$ cat src/rtl/sprite_pkg.sv
// Shared constants and types for the double-buffered sprite descriptor store.
// The optional macro SPRITE_AUTO_SWAP_EN is consumed by sprite_shadow_bank.
package sprite_pkg;

   localparam int NUM_SPRITES = 30;
   localparam int SPRITE_W    = 32;
   localparam int VBLANK_LINE = 480;
   localparam int ADDR_CLEAR  = 60;
   localparam int ADDR_SWAP   = 61;

   typedef logic [SPRITE_W-1:0] sprite_word_t;

   typedef enum logic [1:0] {
      IDLE,
      ARMED,
      COMMIT
   } bank_state_t;

endpackage

$ cat src/rtl/vblank_edge_detect.sv
// Flags the first cycle of a frame in which vcount equals the vertical-blank line.
// A vcount stalled on that line yields a single flag.
module vblank_edge_detect #(
   parameter int VBLANK_LINE = sprite_pkg::VBLANK_LINE,
   parameter int VCOUNT_W    = 10
) (
   input  logic                clk,
   input  logic                reset_n,
   input  logic [VCOUNT_W-1:0] vcount,
   output logic                vb_edge
);
   import sprite_pkg::*;

   localparam logic [VCOUNT_W-1:0] LINE = VCOUNT_W'(VBLANK_LINE);

   logic [VCOUNT_W-1:0] vcount_q;
   logic [VCOUNT_W-1:0] vcount_d;

   always_comb begin
      vcount_d = vcount;
   end

   always_ff @(posedge clk or negedge reset_n) begin
      if (!reset_n) begin
         vcount_q <= '0;
      end else begin
         vcount_q <= vcount_d;
      end
   end

   assign vb_edge = (vcount == LINE) && (vcount_q != LINE);

endmodule

$ cat src/rtl/sprite_shadow_bank.sv
// Double-buffered sprite descriptors: software writes a shadow bank, which is copied to
// the active bank at vblank entry once a swap is armed. Optional macro: SPRITE_AUTO_SWAP_EN.
module sprite_shadow_bank #(
   parameter int NUM_SPRITES = sprite_pkg::NUM_SPRITES,
   parameter int SPRITE_W    = sprite_pkg::SPRITE_W,
   parameter int ADDR_W      = 6,
   parameter int VBLANK_LINE = sprite_pkg::VBLANK_LINE
) (
   input  logic                            clk,
   input  logic                            reset_n,
   input  logic [ADDR_W-1:0]               address,
   input  logic [SPRITE_W-1:0]             writedata,
   input  logic                            write,
   input  logic                            chipselect,
   input  logic [9:0]                      vcount,
   output logic [NUM_SPRITES*SPRITE_W-1:0] sprite_active,
   output logic                            commit_pulse,
   output logic                            swap_armed,
   output logic [15:0]                     frame_count
);
   import sprite_pkg::*;

   localparam logic [ADDR_W-1:0] A_CLEAR = ADDR_W'(ADDR_CLEAR);
   localparam logic [ADDR_W-1:0] A_SWAP  = ADDR_W'(ADDR_SWAP);

   bank_state_t                     state_q, state_d;
   logic [SPRITE_W-1:0]             shadow_q [NUM_SPRITES];
   logic [SPRITE_W-1:0]             shadow_d [NUM_SPRITES];
   logic [NUM_SPRITES*SPRITE_W-1:0] active_q, active_d;
   logic [NUM_SPRITES*SPRITE_W-1:0] shadow_flat;
   logic [15:0]                     frame_count_q, frame_count_d;

   logic vb_edge;
   logic wr_en;
   logic wr_word;
   logic wr_clear;
   logic wr_swap;
   logic arm_req;

   vblank_edge_detect #(
      .VBLANK_LINE (VBLANK_LINE),
      .VCOUNT_W    (10)
   ) u_vblank_edge (
      .clk     (clk),
      .reset_n (reset_n),
      .vcount  (vcount),
      .vb_edge (vb_edge)
   );

   assign wr_en    = write & chipselect;
   assign wr_clear = wr_en && (address == A_CLEAR);
   assign wr_swap  = wr_en && (address == A_SWAP);

`ifdef SPRITE_AUTO_SWAP_EN
   assign arm_req = wr_swap | wr_word | wr_clear;
`else
   assign arm_req = wr_swap;
`endif

   always_comb begin
      wr_word = 1'b0;
      for (int i = 0; i < NUM_SPRITES; i++) begin
         shadow_d[i] = wr_clear ? '0 : shadow_q[i];
         if (wr_en && (address == ADDR_W'(i))) begin
            shadow_d[i] = writedata;
            wr_word     = 1'b1;
         end
      end
   end

   always_comb begin
      shadow_flat = '0;
      for (int i = 0; i < NUM_SPRITES; i++) begin
         shadow_flat[i*SPRITE_W +: SPRITE_W] = shadow_q[i];
      end
   end

   // The copy samples shadow_q, so a write or CLEAR landing in the same cycle only
   // affects the shadow and waits for the next swap.
   always_comb begin
      state_d       = state_q;
      active_d      = active_q;
      frame_count_d = frame_count_q;
      case (state_q)
         IDLE: begin
            if (arm_req) state_d = ARMED;
         end
         ARMED: begin
            if (vb_edge) begin
               state_d       = COMMIT;
               active_d      = shadow_flat;
               frame_count_d = frame_count_q + 16'd1;
            end
         end
         COMMIT: begin
            state_d = arm_req ? ARMED : IDLE;
         end
         default: begin
            state_d = IDLE;
         end
      endcase
   end

   always_ff @(posedge clk or negedge reset_n) begin
      if (!reset_n) begin
         state_q       <= IDLE;
         active_q      <= '0;
         frame_count_q <= '0;
         for (int i = 0; i < NUM_SPRITES; i++) begin
            shadow_q[i] <= '0;
         end
      end else begin
         state_q       <= state_d;
         active_q      <= active_d;
         frame_count_q <= frame_count_d;
         for (int i = 0; i < NUM_SPRITES; i++) begin
            shadow_q[i] <= shadow_d[i];
         end
      end
   end

   assign sprite_active = active_q;
   assign commit_pulse  = (state_q == COMMIT);
   assign swap_armed    = (state_q == ARMED);
   assign frame_count   = frame_count_q;

endmodule

$ cat config.mk
export PLATFORM = sky130hd
export DESIGN_NAME = sprite_shadow_bank
export DESIGN_NICKNAME = d
export VERILOG_FILES = /design/src/rtl/sprite_pkg.sv /design/src/rtl/vblank_edge_detect.sv /design/src/rtl/sprite_shadow_bank.sv
export SDC_FILE = /design/constraint.sdc
export NUM_CORES = 2
export LEC_CHECK = 0
export CORE_ASPECT_RATIO = 1.75
export CORE_MARGIN = 10
export CORE_UTILIZATION = 50
export CTS_CLUSTER_DIAMETER = 120
export CTS_CLUSTER_SIZE = 12
export DETAILED_ROUTE_END_ITERATION = 16
export HOLD_SLACK_MARGIN = 0.03
export PLACE_DENSITY = 0.84
export SETUP_SLACK_MARGIN = 0.05
export SYNTH_ARGS = -nofsm -noshare
export SYNTH_HDL_FRONTEND = slang
export SYNTH_SLANG_ARGS = --single-unit
export TNS_END_PERCENT = 30
$ cat constraint.sdc
create_clock -name clk -period 5.4 [get_ports clk]
set_input_delay 1.35 -clock clk [delete_from_list [all_inputs] [get_ports clk]]
set_output_delay 1.35 -clock clk [all_outputs]
set_load 0.1 [all_outputs]
==> results.ini <==
[pwr]
intPower_w = 0.02157
pwr_density_cell_mw_per_mm2 = 313.8
vdd_drop_max_uv = 277.3
combPwrFrac = 0.057
seqPwrFrac = 0.544
swShare = 0.2464
p_clk_frac = 0.399
p_leak_nw = 42.51
p_switching_w = 0.007052

[synthesis]
synth_adder_area_share = 0.0001676
synth_top_family_by_area = multiplexers
yosysTopAreaCell = dfrtp_1
synthMuxAreaShare = 0.1449
ys_seq_area_frac = 0.6529
synth_top_area_share = 0.6529
ys_ff_latch = 1948
synthSimpleGateAreaFrac = 0.09301
netlist_instances = 6134
syn_avg_cell_area_um2 = 12.17
syn_nets = 6187
synth.area.top_cells = dfrtp_1 (65%), mux2_2 (13%), nand2_1 (8.4%)
synth_xor_area_frac = 0.001760
yosysWarnings = 0
synth_cell_types = 40
netlist_area_mm2 = 0.07466
synth_compound_area_frac = 0.07086

[sta]
finalSetupViolCount = 0
tns_ps = 0
rsz0062_at_grt = false
period_share = 0.7549
relSlewSlack = 0.06195
setup_ws_ps = 1324
hold_violations = 0
period_minus_slack_ps = 4076
tightestPinTransition_ps = 1407
clock.fmax_mhz = 245.3
drv_slew = 0
skew_ps = 88.08

[setup_path]
cpPeakStageDelay_ps = 1210
worstSetupPathType = flop to output pin
cp_max_fo = 2
endpoint_kind = output pin
r2r_cells = 8
crit_arrival_ps = 2730
crit_required_ps = 4050
r2r-start = state_q[1]$_DFFE_PN0P_
critical_path_buf_inv_count = 2
reg2reg_to = sprite_active[8]$_DFFE_PN0P_
crit_path_start_kind = flop
critical_path.top_delay_family = buffers and inverters
path_cells = nand2b_1 -> inv_1 -> clkdlybuf4s50_1
worstSetupPathDepth = 3
r2r_slack_ps = 2410
cp_slowest_cell = clkdlybuf4s50_1

[clock_network]
cts_tree = yes
clock-sinks = 1948
postCtsSetupRepairBufs = 0
cts_buffers = 180
post_cts_resized = 0
cts_buffer_depth = 3
clock-root-buffer = clkbuf_16
hold_buffers = 0
cts.htree.levels = 4
clkLatencyLatePin_ps = 850
clk_pin_slew_ps = 60

[detailed_routing]
drc = 0
viasPerCell = 5.963
wl_met2_mm = 115.6
antenna_left = 0
topRoutingLayerUsed = met5
dr.pass1.iters = 6
drt_iter0_drc = 6285
wl_met3_mm = 27.75
met1_length_mm = 94.45
wl_per_cell_um = 28.68
wirelength_mm = 258.4
via_count = 53730

[outcome]
status = finished clean

[global_route]
grt_pass1_vias = 55390
grt-ovfl-total = 0
grt_start_max_net_pins = 216
grt_pass1_wl_mm = 375.6
grt_antenna_before_repair = 21
track_usage = 0.3041

[cells_and_area]
most-common-layout-cells = dfrtp_1 (1948), nand2_1 (1669), clkdlybuf4s50_1 (994), mux2_2 (893), o21ai_0 (750)
drive_gt1_frac = 0.1874
syn2layout_area_growth_pct = 22.18
fin_util = 0.6149
fillCellCount = 10690
final_cell_area_mm2 = 0.09121
finalNonFillerCells = 9010
final_common_cell = dfrtp_1
final_nets = 7062

[floorplanning]
design.core.area_mm2 = 0.1483
ios = 1030
initial_core_util = 0.5033
die-area_mm2 = 0.1658
num_rows = 187
fp.dieH_um = 531.2
die_w_um = 312.1

[hold_path]
min_from = shadow_flat[94]$_DFFE_PN0P_
hold_class = flop to flop
hold_end = sprite_active[94]$_DFFE_PN0P_
whs_path_depth = 1

[placed_design]
hpwlAfterDp_mm = 165.5
dp_slack_ps = 907.1
portBuffers = 1029
dp.cells = 8811
placed_area_mm2 = 0.08630
gp_congestion = 0.8737

[run]
cap_viol_max_count = 0

-- stage by stage --
stage	total power (W)	hold WS (ps)
2_1_floorplan	0.01645	460.4
3_3_place_gp	0.01730	457.2
3_5_place_dp	0.01741	466.8
4_1_cts	0.02871	446.1
5_1_grt	0.02944	461.8
6_report	0.02862	442.6
-- synth_stat cells, drive strengths merged --
library cell / count
a22o: 128
and2: 1
and3: 2
and4: 1
and4b: 1
and4bb: 1
buf: 200
clkbuf: 289
dfrtp: 1948
ha: 1
inv: 1
mux2: 961
nand2: 1670
nand2b: 5
nand3: 7
nand4: 8
nand4b: 2
nand4bb: 1
nor2: 6
nor2b: 2
nor3: 40
nor3b: 1
nor4: 6
o21ai: 833
or2: 2
or3: 1
or4: 1
xor2: 15
-- final cells by class --
class | instances | area, µm² | area share
clock inverters | 15 | 399.1 | 0.004376
multi-input cells | 3696 | 23430 | 0.2568
flip-flops and latches | 1948 | 48750 | 0.5344
repair buffers | 1182 | 11640 | 0.1276
inverters | 1 | 3.754 | 0.00004115
well taps | 1984 | 2482 | 0.02721
diodes | 3 | 7.507 | 0.00008230
clock buffers | 181 | 4508 | 0.04942
-- state kept, by name, summed over array words and instances, names as in the netlist --
signal	count
shadow_flat	960
state_q	2
sprite_active	960
frame_count	16
u_vblank_edge.vcount_q	10
-- worst max path at each step --
stage                                 startpoint                             to  slack [ps]
after floorplan           state_q[0]$_DFFE_PN0P_                   commit_pulse        2340
after global placement                 vcount[0]  sprite_active[10]$_DFFE_PN0P_         990
after detailed placement               vcount[0]  sprite_active[10]$_DFFE_PN0P_         910
after CTS                 state_q[1]$_DFFE_PN0P_                     swap_armed        1260
after global routing      state_q[1]$_DFFE_PN0P_                     swap_armed        1260
final                     state_q[1]$_DFFE_PN0P_                     swap_armed        1320
-- cell families after synthesis --
group           Yosys count
simple gates           1758
mux                     961
compound gates          961
flops                  1948
fa+ha+maj                 1
xor+xnor                 15
buf+inv                 490
-- metal layers --
metal | GRT usage | up-vias
met5 | 0 | -
met4 | 0.2063 | 12
met3 | 0.09018 | 836
met2 | 0.4641 | 3429
met1 | 0.3730 | 27390
li1 | - | 22060
-- power by group through the flow --
stage	clock (W)	sequential [W]	combinational, W
after floorplan	0	0.0159	0.000566
final	0.0114	0.0156	0.00162
after global placement	0	0.0158	0.00154
after CTS	0.0115	0.0156	0.00163
after global routing	0.0121	0.0156	0.00177
after detailed placement	0	0.0158	0.00162
Note: power is estimated with default switching activity, not from simulation.
